### config.mk
export PLATFORM = sky130hd
export DESIGN_NAME = uart_mulrx
export DESIGN_NICKNAME = d
export VERILOG_FILES = /design/src/rtl/uart_mulrx.sv
export SDC_FILE = /design/constraint.sdc
export NUM_CORES = 1
export LEC_CHECK = 0
export ABC_AREA = 1
export BUFFER_PORTS_ARGS = -buffer_cell sky130_fd_sc_hd__clkbuf_2
export CAP_MARGIN = 5
export CORE_ASPECT_RATIO = 0.7
export CORE_MARGIN = 8
export CORE_UTILIZATION = 59
export CTS_CLUSTER_SIZE = 8
export DETAILED_ROUTE_END_ITERATION = 6
export PLACE_DENSITY_LB_ADDON = 0.25
export SYNTH_ARGS = -nofsm -noshare
export SYNTH_HDL_FRONTEND = slang
export SYNTH_SLANG_ARGS = --single-unit
### constraint.sdc
create_clock -name sys_clk -period 2.18 [get_ports sys_clk]
set_clock_uncertainty 0.2 [all_clocks]
set_input_delay 0.109 -clock sys_clk [delete_from_list [all_inputs] [get_ports sys_clk]]
set_output_delay 0.109 -clock sys_clk [all_outputs]
set_load 0.01 [all_outputs]
### src/rtl/uart_mulrx.sv
// Multi-byte 8N1 UART receiver: assembles MUL_RX_NUM bytes (first byte in odats[7:0]).
// Optional inter-byte idle timeout enabled by defining UART_MULRX_TIMEOUT_EN.
module uart_mulrx #(
    parameter int SYS_CLK_FREQ = 50_000_000,
    parameter int UART_BAUD    = 115200,
    parameter int MUL_RX_NUM   = 3,
    parameter int TIMEOUT_BITS = 20
) (
    input  logic                    sys_clk,
    input  logic                    rst_n,
    input  logic                    uartrx,
    output logic [MUL_RX_NUM*8-1:0] odats,
    output logic                    uart_rxs_done,
    output logic                    frame_err
);

    localparam int BAUD_CNT = SYS_CLK_FREQ / UART_BAUD;
    localparam int HALF     = BAUD_CNT / 2;
    localparam int CW       = $clog2(BAUD_CNT);

    localparam logic [CW-1:0] BAUD_LAST = CW'(BAUD_CNT - 1);
    localparam logic [CW-1:0] HALF_LAST = CW'(HALF - 1);
    localparam logic [7:0]    LAST_SLOT = 8'(MUL_RX_NUM - 1);

    if (MUL_RX_NUM < 1 || MUL_RX_NUM > 255 || TIMEOUT_BITS < 1 || HALF < 2) begin : g_param_check
        $error("uart_mulrx: unsupported parameter set");
    end

    typedef enum logic [1:0] {IDLE, START, DATA, STOP} state_t;

    state_t                  state;
    logic [CW-1:0]           baud_cnt;
    logic [2:0]              bit_idx;
    logic [7:0]              shift;
    logic [7:0]              byte_cnt;
    logic [MUL_RX_NUM*8-1:0] asm_q;
    logic [MUL_RX_NUM*8-1:0] asm_next;
    logic                    rx_meta;
    logic                    rxs;
    logic                    rxs_d;
    logic                    start_edge;

    // Idle-high line: synchronizer resets to 1 so release of reset is not seen as a start edge.
    always_ff @(posedge sys_clk or negedge rst_n) begin
        if (!rst_n) begin
            rx_meta <= 1'b1;
            rxs     <= 1'b1;
            rxs_d   <= 1'b1;
        end else begin
            // NOTE: non-blocking assignments make every flop sample the pre-edge value of its source.
            rx_meta <= uartrx;
            rxs     <= rx_meta;
            rxs_d   <= rxs;
        end
    end

    assign start_edge = rxs_d & ~rxs;

    always_comb begin
        // NOTE: default first, so no path through this block leaves asm_next unassigned (no latch).
        asm_next = asm_q;
        for (int i = 0; i < MUL_RX_NUM; i++) begin
            if (byte_cnt == 8'(i)) asm_next[8*i +: 8] = shift;
        end
    end

`ifdef UART_MULRX_TIMEOUT_EN
    localparam int TIMEOUT_CYC = TIMEOUT_BITS * BAUD_CNT;
    localparam int TW          = $clog2(TIMEOUT_CYC + 1);
    localparam logic [TW-1:0] TIMEOUT_LIMIT = TW'(TIMEOUT_CYC);

    logic [TW-1:0] idle_cnt;
`endif

    always_ff @(posedge sys_clk or negedge rst_n) begin
        if (!rst_n) begin
            state         <= IDLE;
            baud_cnt      <= '0;
            bit_idx       <= '0;
            shift         <= '0;
            byte_cnt      <= '0;
            asm_q         <= '0;
            odats         <= '0;
            uart_rxs_done <= 1'b0;
            frame_err     <= 1'b0;
`ifdef UART_MULRX_TIMEOUT_EN
            idle_cnt      <= '0;
`endif
        end else begin
            uart_rxs_done <= 1'b0;
            frame_err     <= 1'b0;
            case (state)
                IDLE: begin
                    baud_cnt <= '0;
                    if (start_edge) state <= START;
                end
                START: begin
                    if (baud_cnt == HALF_LAST) begin
                        baud_cnt <= '0;
                        bit_idx  <= '0;
                        state    <= rxs ? IDLE : DATA;
                    end else begin
                        baud_cnt <= baud_cnt + CW'(1);
                    end
                end
                DATA: begin
                    if (baud_cnt == BAUD_LAST) begin
                        baud_cnt <= '0;
                        shift    <= {rxs, shift[7:1]};
                        bit_idx  <= bit_idx + 3'd1;
                        if (bit_idx == 3'd7) state <= STOP;
                    end else begin
                        baud_cnt <= baud_cnt + CW'(1);
                    end
                end
                STOP: begin
                    if (baud_cnt == BAUD_LAST) begin
                        // Leave at mid stop bit so a back-to-back start edge is not missed.
                        baud_cnt <= '0;
                        state    <= IDLE;
                        if (rxs) begin
                            asm_q <= asm_next;
                            if (byte_cnt == LAST_SLOT) begin
                                odats         <= asm_next;
                                uart_rxs_done <= 1'b1;
                                byte_cnt      <= '0;
                            end else begin
                                byte_cnt <= byte_cnt + 8'd1;
                            end
                        end else begin
                            frame_err <= 1'b1;
                            byte_cnt  <= '0;
                        end
                    end else begin
                        baud_cnt <= baud_cnt + CW'(1);
                    end
                end
                default: state <= IDLE;
            endcase

`ifdef UART_MULRX_TIMEOUT_EN
            // A stalled partial word is dropped once the line has idled too long.
            if (state == IDLE && !start_edge && byte_cnt != 8'd0) begin
                if (idle_cnt == TIMEOUT_LIMIT) begin
                    byte_cnt <= '0;
                    idle_cnt <= '0;
                end else begin
                    idle_cnt <= idle_cnt + TW'(1);
                end
            end else begin
                idle_cnt <= '0;
            end
`endif
        end
    end

endmodule

# Yosys cells after proc, flatten, opt, wreduce, memory -nomap -nowiden
# Cells that the tools add are included.
dict set report classes {
  bitwise_logic 2
  eq_ne 13
  reduce_logical 10
  n_addsub 3
  mux 25
}
# operator count
set ops {}
lappend ops {{two-way mux 8 bit} 5}
lappend ops {{case mux 9 bit (3 select lines)} 1}
lappend ops {{two-way mux 9 bit} 2}
lappend ops {{two-way mux 2 bit} 6}
lappend ops {{inequality test 2 bit, second input constant} 5}
lappend ops {{adder 9 x 1 -> 9 bit, second input constant} 1}
lappend ops {{equality test 9 x 8 -> 1 bit, second input constant} 1}
lappend ops {{equality test 9 bit, second input constant} 1}
lappend ops {{adder 8 x 1 -> 8 bit, second input constant} 1}
lappend ops {{equality test 8 x 1 -> 1 bit, second input constant} 1}
lappend ops {{equality test 8 x 2 -> 1 bit, second input constant} 1}
lappend ops {{zero test 8 bit} 1}
lappend ops {{case mux 2 bit (4 select lines)} 1}
lappend ops {{two-way mux 1 bit} 7}
lappend ops {{two-way mux 3 bit} 2}
lappend ops {{case mux 3 bit (2 select lines)} 1}
lappend ops {{AND reduction 3 bit} 2}
lappend ops {{AND reduction 5 bit} 1}
lappend ops {{equality test 2 bit, second input constant} 2}
lappend ops {{AND reduction 2 bit} 2}
lappend ops {{AND reduction 4 bit} 1}
lappend ops {{adder 3 x 1 -> 3 bit, second input constant} 1}
lappend ops {{equality test 3 bit, second input constant} 1}
lappend ops {{equality test 2 x 1 -> 1 bit, second input constant} 1}
lappend ops {{5 further kinds} 5}
dict set report word_totals {
  output_inout_bits 26
  in_bits 3
  register_bits 83
  wordCells 65
}

# Longest topological paths before layout
# Gate-level depths: netlist (run 1).
dict set report depth {
  ltp_word 5
  mapped_depth 12
  mapped_depth_nobuf 11
}

# Least setup slack after synthesis (run 1)
# Ideal clock, no wire load.
dict set report synth_timing {
  kind {reg-to-reg}
  start {register baud_cnt[1]}
  end {register odats[11]}
  setup_time_ns 0.117
  path_slack_ns 0.345
  stages_incl_launch_ff 13
  t_arrival_ns 1.518
  period_less_slack_ns 1.835
  required_time_ns 1.863
  n_path_buf 1
  path_cell_list {dfrtp_1 > inv_1 > ha_1 > nand2_1 > nor2_1 > nand2_2 > nor2_8 > nand2_4 > nor2_8 > inv_4 > buf_6 > nor2_1 > nor2_1}
}
dict set report synth_between {
  elab_chain_len 2
}
# item line_no
set synth_rtl {}
lappend synth_rtl {{start: declaration} 32} ;# logic [CW-1:0] baud_cnt;
lappend synth_rtl {{start signal: assignment} 103} ;# baud_cnt <= baud_cnt + CW'(1);
lappend synth_rtl {{start signal: assignment} 113} ;# baud_cnt <= baud_cnt + CW'(1);
lappend synth_rtl {{start signal: assignment} 135} ;# baud_cnt <= baud_cnt + CW'(1);
lappend synth_rtl {{equality test 9 bit} 117} ;# if (baud_cnt == BAUD_LAST) begin
lappend synth_rtl {{AND reduction 4 bit (no source line)} --}
lappend synth_rtl {{end signal: assignment} 124} ;# odats <= asm_next;
lappend synth_rtl {{end: declaration} 12} ;# output logic [MUL_RX_NUM*8-1:0] odats,
# No other way between the ends.
# A chain may end at the register's enable or synchronous reset.

# Final worst setup path (run 1)
dict set report layout_timing {
  start {register byte_cnt[0]}
  end {register odats[4]}
}
dict set report layout_between {
  elab_chain_len 2
  word_cells_on_any_way 4
  cone_classes {eq/ne (1); mux (1); reduce/logical (2)}
}
# item line_no
set layout_rtl {}
lappend layout_rtl {{start: declaration} 35} ;# logic [7:0] byte_cnt;
lappend layout_rtl {{start signal: assignment} 128} ;# byte_cnt <= byte_cnt + 8'd1;
lappend layout_rtl {{equality test 8 x 2 -> 1 bit or zero test 8 bit (tied branches)} {123, 63}}
lappend layout_rtl {{AND reduction 4 bit (no source line) or two-way mux 8 bit (tied branches)} --}
# Several ways; a longest one is shown, not always the timed one.

==> reports/summary.md, run 1 <==
The run finished with clean final reports. The clock root buffer is clkbuf_8. The sum of buffers and inverters on the critical path works out to 3. The synthesized netlist contains 25 unique library cells. The signal on the critical path passes through inv_1 > ha_1 > nand2_1 > nor2_1 > inv_2 > nor2_8 > buf_4 > nand2_1 > nand2_1. The cell that appears most often on the critical path is nand2_1. From bottom edge to top edge, the die measures 80.0 um.

In the final timing run, aggregate negative setup slack is 0 ps. The detailed router finished its first iteration with 148 violations. For the quantity of gates resized following cts, the log shows 0. Setup repair after global routing left no endpoint under its margin.

The number of sinks driven by the clock tree came out at 75. The number of standard-cell rows in the floorplan was 23. The post-place setup slack is 229 ps, and the highest fanout seen on the critical path is 12.

After clock tree synthesis, the clock-pin slew on the worst setup and hold paths is 70 ps. Number of antenna violations at the first check in global routing: 0. Clock latency on the worst-skew pair, taken at its later pin, is 340 ps. The run gives 3450 um^2 as the summed instance area of the synthesized netlist. The pre-antenna-repair detailed-routing pass consisted of 5 iterations. The sequential fraction of the synthesis area came out at 54.4%. Leaving out fill and tap cells, the most frequent cell in the layout is nand2_1.

After global routing the overflow that remains totals 0. When the netlist entered floorplanning its net count stood at 416. The number of vias in the routed layout was 2624; the peak supply drop was 0.000405 V.

Highest-delay cell along the critical path: dfrtp_1. The area growth from synthesis to layout is 11.3%. In this run the static leakage power is 2.00 nW. The aggregate global-route resource usage came out at 17.5%.

For the data arrival time of the critical path, the log shows 2050 ps. Final count of negative-setup-slack endpoints: 0. The max-slew violation count was 0; the post-detailed-route DRC marker count was 0. The final-report hold violation count is 0. After detailed routing, the average wire length per cell comes to 12.8 um.

During placement, the flow inserted port buffers numbering 28. On the critical path the largest part of the delay comes from simple AND/OR/NAND/NOR gates. The worst hold margin is 130 ps. Power spread over the standard cell area amounts to 708 nW/um^2. The run gives 2566 as the number of global-route vias before repair. Buffers inserted to repair hold after CTS numbered 2.

In the layout the commonest cells are nand2_1 (122), dfrtp_1 (72), inv_1 (41), nor2_1 (41), o21ai_0 (41). For this configuration, the core starts out at a cell density of 60.6%. The via density per instance was 5.06. Synthesized area divided by synthesized cell count: 8.55 um^2. Critical setup path kind: reg -> reg.

The run gives 6630 um as the routed wire length. The number of standard cells in the layout, taps in and fillers out was 519; the slew at the pin with the worst max-slew slack was 545 ps. TritonCTS built the clock tree. Delay of the slowest critical-path stage: 400 ps.

The wire length of the first global-routing pass was 11900 um; the number of I/O pins was 29. Maximum operating frequency: 0.506 GHz. In the final layout, the share of cells above drive strength 1 is 14.4%. TritonCTS created 9 clock buffers.

The logs give 203 ps for the worst path setup slack after routing and 0 for the number of maximum-capacitance violations. The classification of the worst-slack hold path is in -> async. The number of cells after detailed placement is 503.

The worst setup path is captured at a flip-flop. Yosys printed 0 warnings. At the worst endpoint, the required time is 2250 ps. Count of antenna diodes in the layout: 0.

After floorplanning, the core was sized to cover 5700 um^2. The die extent in x is 107 um. CTS built an H-tree with a depth of 3.

Measured against its own limit, the worst slew margin works out to 63.7%. The end-of-flow core utilization is 67.5%. The run gives 44 as the largest net degree at the start of global routing. Antenna violation net count after detailed routing: 0. Buffers added to address setup during post-CTS repair amount to 0. At the end of the flow, the number of nets in the layout was 453. The weighted congestion at the end of routability-driven global placement was 0.848.

Synthesis inferred 75 register bits. STA classifies the critical path startpoint as a flip-flop. The cell count after synthesis came out at 404. The logs give 200 ps for the register-to-register setup slack and 2 for the maximum buffer depth of the clock tree. Post-layout minimum cycle time: 1980 ps.

The wire-length estimate of the detail-placed layout is 4770 um. The die covers 8600 um^2. The final critical path takes up 90.7% of the cycle.
[registers in the layout, indices dropped and copies added (netlist names), 3 cells and up, named ones only]
register / flops
odats: 24
baud_cnt: 9
byte_cnt: 8
asm_q: 16
bit_idx: 3
shift: 8
[area by class of cell]
type | instances | area (um^2)
Inverter | 45 | 171
Fill cell | 461 | 1850
Tap cell | 75 | 93.8
Clock buffer | 12 | 145
Timing Repair Buffer | 37 | 225
Sequential cell | 75 | 1880
Multi-Input combinational cell | 273 | 1320
Clock inverter | 2 | 13.8
[path summary, 6_finish.rpt]
check,endpoint,start,cells past startpoint
min in group sys_clk,rxs,rx_meta,0
min,baud_cnt[5],rst_n,3
max,odats[4],byte_cnt[0],9
min reg2reg,rxs,rx_meta,0
max in group asynchronous,odats[11],rst_n,3
max reg2reg,odats[4],byte_cnt[0],9
[per-layer routing]
metal  vias up  track usage [%]  share of wire, %
li1       1336                -                 -
met5         -                0                 0
met1      1232             24.0                49
met2        51             25.5                44
met3         5             5.56               5.6
met4         0             5.93               1.0
[cell usage after synthesis]
cell type	count	area, um^2
nand2_1	122	458
dfrtp_1	72	1800
inv_1	41	154
nor2_1	41	154
o21ai_0	41	205
nand3_1	18	90.1
ha_1	9	113
a21oi_1	8	40.0
o21ai_1	7	35.0
nand4_1	5	31.3
buf_2	4	20.0
buf_6	4	45.0
nor3_1	4	20.0
xor2_1	4	35.0
buf_4	3	22.5
dfstp_2	3	78.8
inv_2	3	11.3
nand2_2	3	18.8
nor2_2	3	18.8
xnor2_1	3	26.3
nor2_8	2	40.0
inv_4	1	6.26
nand2_4	1	11.3
nor2_4	1	11.3
nor3b_1	1	7.51
[where the power goes]
part	internal (mW)	switching (mW)
combinational	0.103	0.215
clock	0.433	0.468
sequential	1.44	0.0608
total	1.98	0.743
[cell families after synthesis]
kind of cell | count (synthesis) | synth area share (%)
simple gates | 201 | 24.9
flops | 75 | 54.4
compound gates | 56 | 8.11
buf+inv | 56 | 7.50
fa+ha+maj | 9 | 3.26
xor+xnor | 7 | 1.77
[tightest hold or removal path, delay by kind of cell]
kind,cells,cell delay [ps]
buffers and inverters,3,980
[metrics by stage]
step           total power [mW]  instance area, um^2
2_1_floorplan              1.75                 3450
3_5_place_dp               1.84                 3670
4_1_cts                    2.75                 3840
5_1_grt                    2.87                 3840
3_3_place_gp               1.83                 3670
6_report                   2.72                 3840
Note: power is estimated with default switching activity, not from simulation.
==> inputs of run 2 (changes only) <==
Settings changed: ABC_AREA 1 to not set.
Clock period 2.18 ns to 1.82 ns, I/O delays scaled along.
==> run 2 against run 1 <==
  * The flow now finishes with violations (setup timing)
  * Power is 41% higher
  * Fmax is 2.8% lower
  * Sequential power is 19% higher
  * Largest cell class unchanged
  * Largest power group unchanged
==> reports/summary.md, run 2 <==
The number of flip-flops under the largest register name is 24, and the y dimension of the die is 80.3 um. The repair_antennas step left the layout with diodes totalling 0. The tools report the share of total power in combinational logic as 15.0%. Number of standard-cell rows in the floorplan: 23.

The residual overflow from global routing came out at 0. The maximum operating frequency was 0.492 GHz; the switching power as a share of total power was 25.6%. Clock root buffer: clkbuf_8. The via density per instance was 5.70. The number of search-and-repair iterations in the first detailed-routing pass was 4. The startpoint identified for the worst register-to-register timing path is baud_cnt[6]. The tools report the number of cells after detailed placement as 390. The tools report the kind of capture point of the worst setup path as a flip-flop.

For the layout net count, the log shows 349. The die extent in x is 108 um, and the number of synthesized flops with an enable pin is 0. Setup violations remaining at the end of the flow were counted as 69. The fraction of registers with async set or reset after synthesis was 100%. The logs give -213 ps for the worst path setup slack after routing and 12400 um for the wire length of the first global-routing pass.

The routed wirelength normalized by instance count was 19.7 um; the final design instance area without fill was 4530 um^2. Number of standard cells in the layout, taps in and fillers out: 417. The largest total area in the synthesized netlist belongs to dfrtp_1. The library cells used most frequently in the layout, excluding fill and tap cells, are dfrtp_1 (72), mux2_2 (39), buf_4 (37). The analysis attributes to net switching a power of 0.980 mW. The run gives 2459 as the number of global-route vias before repair. Counting along the longest clock path gives a buffer depth of 2. By area the synthesized netlist is led by dfrtp_1 (52%), mux2_2 (13%), mux2_4 (10%), ha_1 (3.2%), dfstp_2 (2.3%).

For the worst setup path, the data required time is 1890 ps. Traced cell by cell, the critical path runs through nor4b_4 > buf_4 > nand4_1 > or2_4 > buf_6 > o211ai_1. After detailed routing, the number of remaining DRC violations is 0. Synthesis handed over a netlist of 256 instances.

Clock network fraction of total power: 38.6%. The worst hold path belongs to the class in -> async. The placed cell area is 4000 um^2.

For the area inside the core boundary, the log shows 5730 um^2. The endpoint identified for the worst register-to-register timing path is byte_cnt[5]. The fraction of post-synthesis cell area in the top cell type by area is 51.7%. The total nets after synthesis is 268, and the number of I/O pins is 29.

The largest net degree at the start of global routing was 42; the highest fanout seen on the critical path was 4. The count of cells along the worst register-to-register path was 6; the number of sinks driven by the clock tree was 75. Leaving out fill and tap cells, the most frequent cell in the layout is dfrtp_1. The critical setup path kind was reg -> reg. The area of the die is 8660 um^2, and the static leakage is 2.31 nW. The share of the cycle needed by the critical path after routing is 112%. The logs give 1880 um^2 for the register area and 3.83 mW for the total power consumption of the routed design. In this run, synthesis produced a sequential element count of 75. The most common flop cell mapped by yosys is dfrtp_1.

The aggregate global-route resource usage is 18.8%. The run gives 3490 um^2 as the summed instance area of the synthesized netlist. After filler insertion, the fill cell instance count of the layout stands at 334. TritonCTS built the clock tree. In this run the number of H-tree levels came out at 3.

Detailed placement ended at an HPWL of 4830 um. The Yosys step of the flow raised 0 warnings. The startpoint type of the worst setup path is a flip-flop.

The total internal power was 2.85 mW; the routed wire length was 8230 um. The tools report the peak supply drop as 0.000589 V. The largest registers in the layout are odats x24, asm_q x16, baud_cnt x9.

The slew at the pin with the worst max-slew slack works out to 530 ps. The commonest cells after synthesis are dfrtp_1 (72), mux2_2 (39), mux2_4 (24). In this run the tool buffered the top-level ports with 28 buffer cells.

Summing the sequential cell areas from Yosys gives 53.9% of the chip area. The data arrival time of the critical path was 2100 ps. The checks that failed: setup timing. The power density normalized to cell area works out to 844 nW/um^2. The run gives 1700 um^2 as the multi-input logic area. The logs give 60.9% for the initial cell density of the core and 350 ps for the clock latency on the worst-skew pair.

Before CTS, the worst setup slack after placement is -243 ps. The number of CTS-inserted buffers is 9. The largest register by flop count was odats. The number of maximum-capacitance violations was 0. The slowest stage of the critical path is the dfrtp_1 cell. The most common cell in the netlist was dfrtp_1. The synthesized area divided by synthesized cell count came out at 13.6 um^2.

The post-layout minimum cycle time is 2030 ps, and the final-report hold violation count is 0. At the end of routability-driven placement, the weighted congestion stood at 0.778. The number of different library cells used by synthesis comes to 40. Layout-stage area growth over the synthesis result: 30.1%. The logs give 0 for the antenna violation net count after detailed routing and 141 for the violation count after the first detailed-route iteration. The delay of the slowest critical-path stage is 420 ps. Setup repair after global routing could not meet its margin everywhere. After clock tree synthesis, the clock-pin slew on the worst setup and hold paths is 80 ps. The run gives 0 as the max-slew violation count. The post-route netlist has 57.9% of its cells at a drive strength greater than 1.

The flow ran to the end, but the final reports show violations. The register-to-register setup slack is -210 ps. Number of antenna violations at the first check in global routing: 0. Sequential cells burn 46.4% of the power. The worst slew margin relative to its limit is 64.7%, and the number of vias in the routed layout is 2376.
[run 2: area by class of cell]
class                           instances  share of cell area, %
Sequential cell                        75                   41.5
Multi-Input combinational cell        164                   37.4
Timing Repair Buffer                   79                   13.2
Clock buffer                           10                   3.04
Clock inverter                          6                   2.12
Tap cell                               75                   2.07
Inverter                                8                  0.717
[run 2: kinds of logic (layout without fill, tap and decap cells)]
logic type	Yosys count	in the layout	share of synthesized area, %
and+or+nand+nor	63	63	10.8
DFF	75	75	53.9
muxes	65	65	23.5
adders and majority gates	9	9	3.23
AOI/OAI and AO/OA	20	20	4.13
buffers and inverters	17	103	2.58
xor gates and xnor gates	7	7	1.76
[run 2: through the flow]
step	hold WS [ps]	util (%)	setup TNS (ps)
after global routing	95.2	79.2	-13820
final	55.5	79.2	-9260
after floorplan	-405	-	-4020
after CTS	63.9	77.0	-6920
after global placement	-91.9	69.8	-9610
after detailed placement	-92.1	69.8	-11310
[run 2: power groups by stage]
stage	combinational (mW)	clock, mW	sequential (mW)
global route	0.621	1.57	1.78
detailed placement	0.366	0	1.81
finish	0.575	1.47	1.78
CTS	0.465	1.50	1.78
floorplan	0.175	0	1.81
global placement	0.361	0	1.80
[run 2: critical path, delay by kind of cell, from the launching register on]
family,cells,cell delay (ps)
and+or+nand+nor,3,880
AOI/OAI and AO/OA,1,140
buffers and inverters,2,310
DFF,1,420
[run 2: repair_timing]
item / 4_1_cts / 5_1_grt
hold buffers: 2 / 0
cloned: 1 / 0
setup endpoints to repair: 69 / 71
buffers inserted: 7 / 1
pin swaps: 13 / 13
gates resized for setup: 29 / 30
endpoints found under the hold margin: 76 / 0
[run 2: worst max path at each step]
| stage | start | to | slack, ps |
|---|---|---|---|
| 2_1_floorplan | baud_cnt[2] | odats[10] | -140 |
| 3_3_place_gp | byte_cnt[5] | odats[8] | -210 |
| 3_5_place_dp | baud_cnt[1] | asm_q[0] | -240 |
| 4_1_cts | byte_cnt[2] | odats[6] | -180 |
| 5_1_grt | baud_cnt[6] | byte_cnt[5] | -270 |
| 6_report | baud_cnt[6] | byte_cnt[5] | -210 |
[run 2: metal layers]
layer | part of all wire (%) | up-vias | track usage [%]
li1 | - | 1086 | -
met1 | 45 | 1207 | 25.1
met2 | 49 | 71 | 28.9
met3 | 4.6 | 12 | 5.84
met4 | 1.7 | 0 | 5.10
met5 | 0 | - | 0
==> inputs of run 3 (changes only) <==
Settings changed: BUFFER_PORTS_ARGS -buffer_cell sky130_fd_sc_hd__clkbuf_2 to -buffer_cell sky130_fd_sc_hd__buf_4.
==> run 3 against run 2 <==
  * The run still ends with setup timing left
  * Sequential share of layout area shrank 1.2 points
  * Hold slack gained 36 ps
  * Global-route usage grew 0.55 points
  * Die area is the same
  * Non-clock buffer count grew 3
  * Sequential power is essentially flat
  * Final cell count grew 0.72%
  * Fmax shrank 1.5%
  * Highest routed layer unchanged
==> reports/summary.md, run 3 (synthesis gave the netlist of run 2 again) <==
The flow ran to the end, but the final reports show violations. The checks that failed: setup timing. Net switching is 24.6% of the power. The final-report hold violation count was 0; the number of standard-cell rows in the floorplan was 23. Summed over all nets, the switching power comes to 0.947 mW. Sequential power share: 46.6%. The die is 108 um wide. The area inside the core boundary is 5730 um^2, and the initial cell density of the core is 60.9%. At the worst endpoint, the arrival time is 2130 ps.

The count of buffers from port buffering is 28, and the layout net count is 352. Clock tree synthesis inserted a total of 9 buffers. The aggregate global-route resource usage is 19.3%, and the residual overflow from global routing is 0. Number of search-and-repair iterations in the first detailed-routing pass: 4.

Entering global routing, the biggest net connects 76 pins. Measured against its own limit, the worst slew margin works out to 72.6%. In this run the power density over the cells is 823 nW/um^2. The count of antenna diodes in the layout was 0; the y dimension of the die was 80.3 um.

The finished layout holds 420 standard cells, fillers aside. By instance count, the cell type seen most on the critical path is buf_6. Setup repair after global routing could not meet its margin everywhere.

The slew at the pin with the worst max-slew slack was 405 ps. The largest registers in the layout are odats x24, asm_q x16, baud_cnt x9. The critical path goes through inv_2 > ha_4 > and4_4 > buf_6 > nand4_1 > or2_4 > buf_6 > o211ai_1. The total internal power is 2.90 mW, and the antenna violation net count after detailed routing is 0.

The most frequent standard cell in the layout excluding fill and tap cells was dfrtp_1. Layout cell share with drive strength beyond 1: 58.3%. Once placement completed, the tool counted placed cells totaling 392. The first global-routing pass estimated 12800 um of wire.

The floorplan step defined a die boundary enclosing 8660 um^2. The run gives 2549 as the number of global-route vias before repair. In the final routed layout, each cell accounts on average for 18.9 um. The critical setup path kind was reg -> reg. For the number of I/O pins, the log shows 29.

Counting I/O delays and the setup requirement, the final critical path takes 2060 ps. The maximum level of the CTS H-tree was 3; the number of maximum-capacitance violations was 0. The highest fanout seen on the critical path works out to 4.

In this run the static leakage power is 2.35 nW. After the first detailed-routing iteration, the DRC count stood at 104. IR analysis of the VDD net gives a maximum drop of 0.000663 V. The logs give 69 for the final count of negative-setup-slack endpoints and 1880 ps for the required arrival time at the worst endpoint.

The logs give 360 ps for the clock latency on the worst-skew pair and 37.6% for the clock network fraction of total power. The number of flip-flops under the largest register name came out at 24. TritonCTS built the clock tree. For this block, the routed nets add up to 7950 um of wire.

The startpoint type of the worst setup path is a flip-flop. The total power consumption of the routed design was 3.84 mW. Ranked by flip-flop count, first place goes to odats. Via density per instance: 5.63. In this design, the stage delay of the slowest critical-path cell is 410 ps. The number of vias in the routed layout is 2365.

The highest-delay cell along the critical path is dfrtp_1. The clock root buffer was clkbuf_8. The maximum operating frequency was 0.484 GHz.

The number of sinks driven by the clock tree is 75. The kind of capture point of the worst setup path was a flip-flop. In the final timing run, aggregate negative setup slack is -11100 ps. Worst path setup slack after routing: -245 ps. The worst hold path belongs to the class in -> async. In this run the deepest clock path goes through 2 buffers. In this run, the combinational gates consume 15.8% of the power. The congestion estimate from routability-driven global placement came to 0.866.

Once detailed placement completed, the half-perimeter wirelength came to 4970 um. From synthesis to final layout, the design area changed by 34.0%. The number of antenna violations at the first check in global routing was 0; the share of the cycle needed by the critical path after routing was 113%. Clock transition time at the flip-flop clock pins of the worst setup and hold paths: 80 ps.

The library cells used most frequently in the layout, excluding fill and tap cells, are dfrtp_1 (72), buf_4 (68), mux2_2 (39). In the routed design, unresolved DRC markers number 0. The tools report the max-slew violation count as 0.
[run 3: what timing repair did]
action,4_1_cts,5_1_grt
gates cloned,0,1
pin swaps,12,13
resized for setup,27,38
setup buffers,9,0
hold buffers,2,0
hold endpoints to repair,76,0
endpoints found under the setup margin,69,71
[run 3: path summary, 6_finish.rpt]
check                                  from          end  slack, ps  depth (start not counted)
worst max-delay path            baud_cnt[1]  byte_cnt[5]       -240                          8
worst min-delay path                  rst_n  byte_cnt[7]         90                          3
worst max register to register  baud_cnt[1]  byte_cnt[5]       -240                          8
worst min register to register      rx_meta          rxs        160                          0
max in group asynchronous             rst_n      rx_meta       1000                          3
min in group sys_clk                rx_meta          rxs        160                          0
[run 3: stage by stage]
stage               util, %  hold WS (ps)  setup slack, ps  area, um^2
floorplan                 -          -405             -139        3510
global placement       71.2         -63.9             -202        4080
detailed placement     71.2         -58.4             -280        4080
CTS                    78.4           104             -198        4490
global route           81.5           129             -281        4670
finish                 81.5          91.5             -245        4670
[run 3: critical path: cells and delay by family, from the launching register on]
| kind | cells | cell delay (ps) |
|---|---|---|
| buffers and inverters | 3 | 350 |
| DFF | 1 | 410 |
| and+or+nand+nor | 3 | 730 |
| AOI/OAI and AO/OA | 1 | 160 |
| adders and majority gates | 1 | 120 |
[run 3: layout make-up]
cell class / count / area (um^2)
Inverter: 8 / 32.5
Tap cell: 75 / 93.8
Clock inverter: 4 / 72.6
Clock buffer: 12 / 155
Multi-Input combinational cell: 164 / 1750
Timing Repair Buffer: 82 / 683
Fill cell: 312 / 1060
Sequential cell: 75 / 1880
[run 3: metal layers]
metal	wire length [um]	vias to the layer above	global-route usage (%)
met5	0	-	0
met4	165	0	7.17
met3	276	12	4.96
met2	3810	45	30.3
met1	3700	1223	25.3
li1	-	1085	-
[run 3: power by group through the flow]
stage,Combinational (mW),Sequential (mW),Clock (mW)
global placement,0.385,1.80,0
detailed placement,0.397,1.81,0
floorplan,0.175,1.81,0
CTS,0.486,1.78,1.47
global route,0.654,1.80,1.55
finish,0.607,1.79,1.45
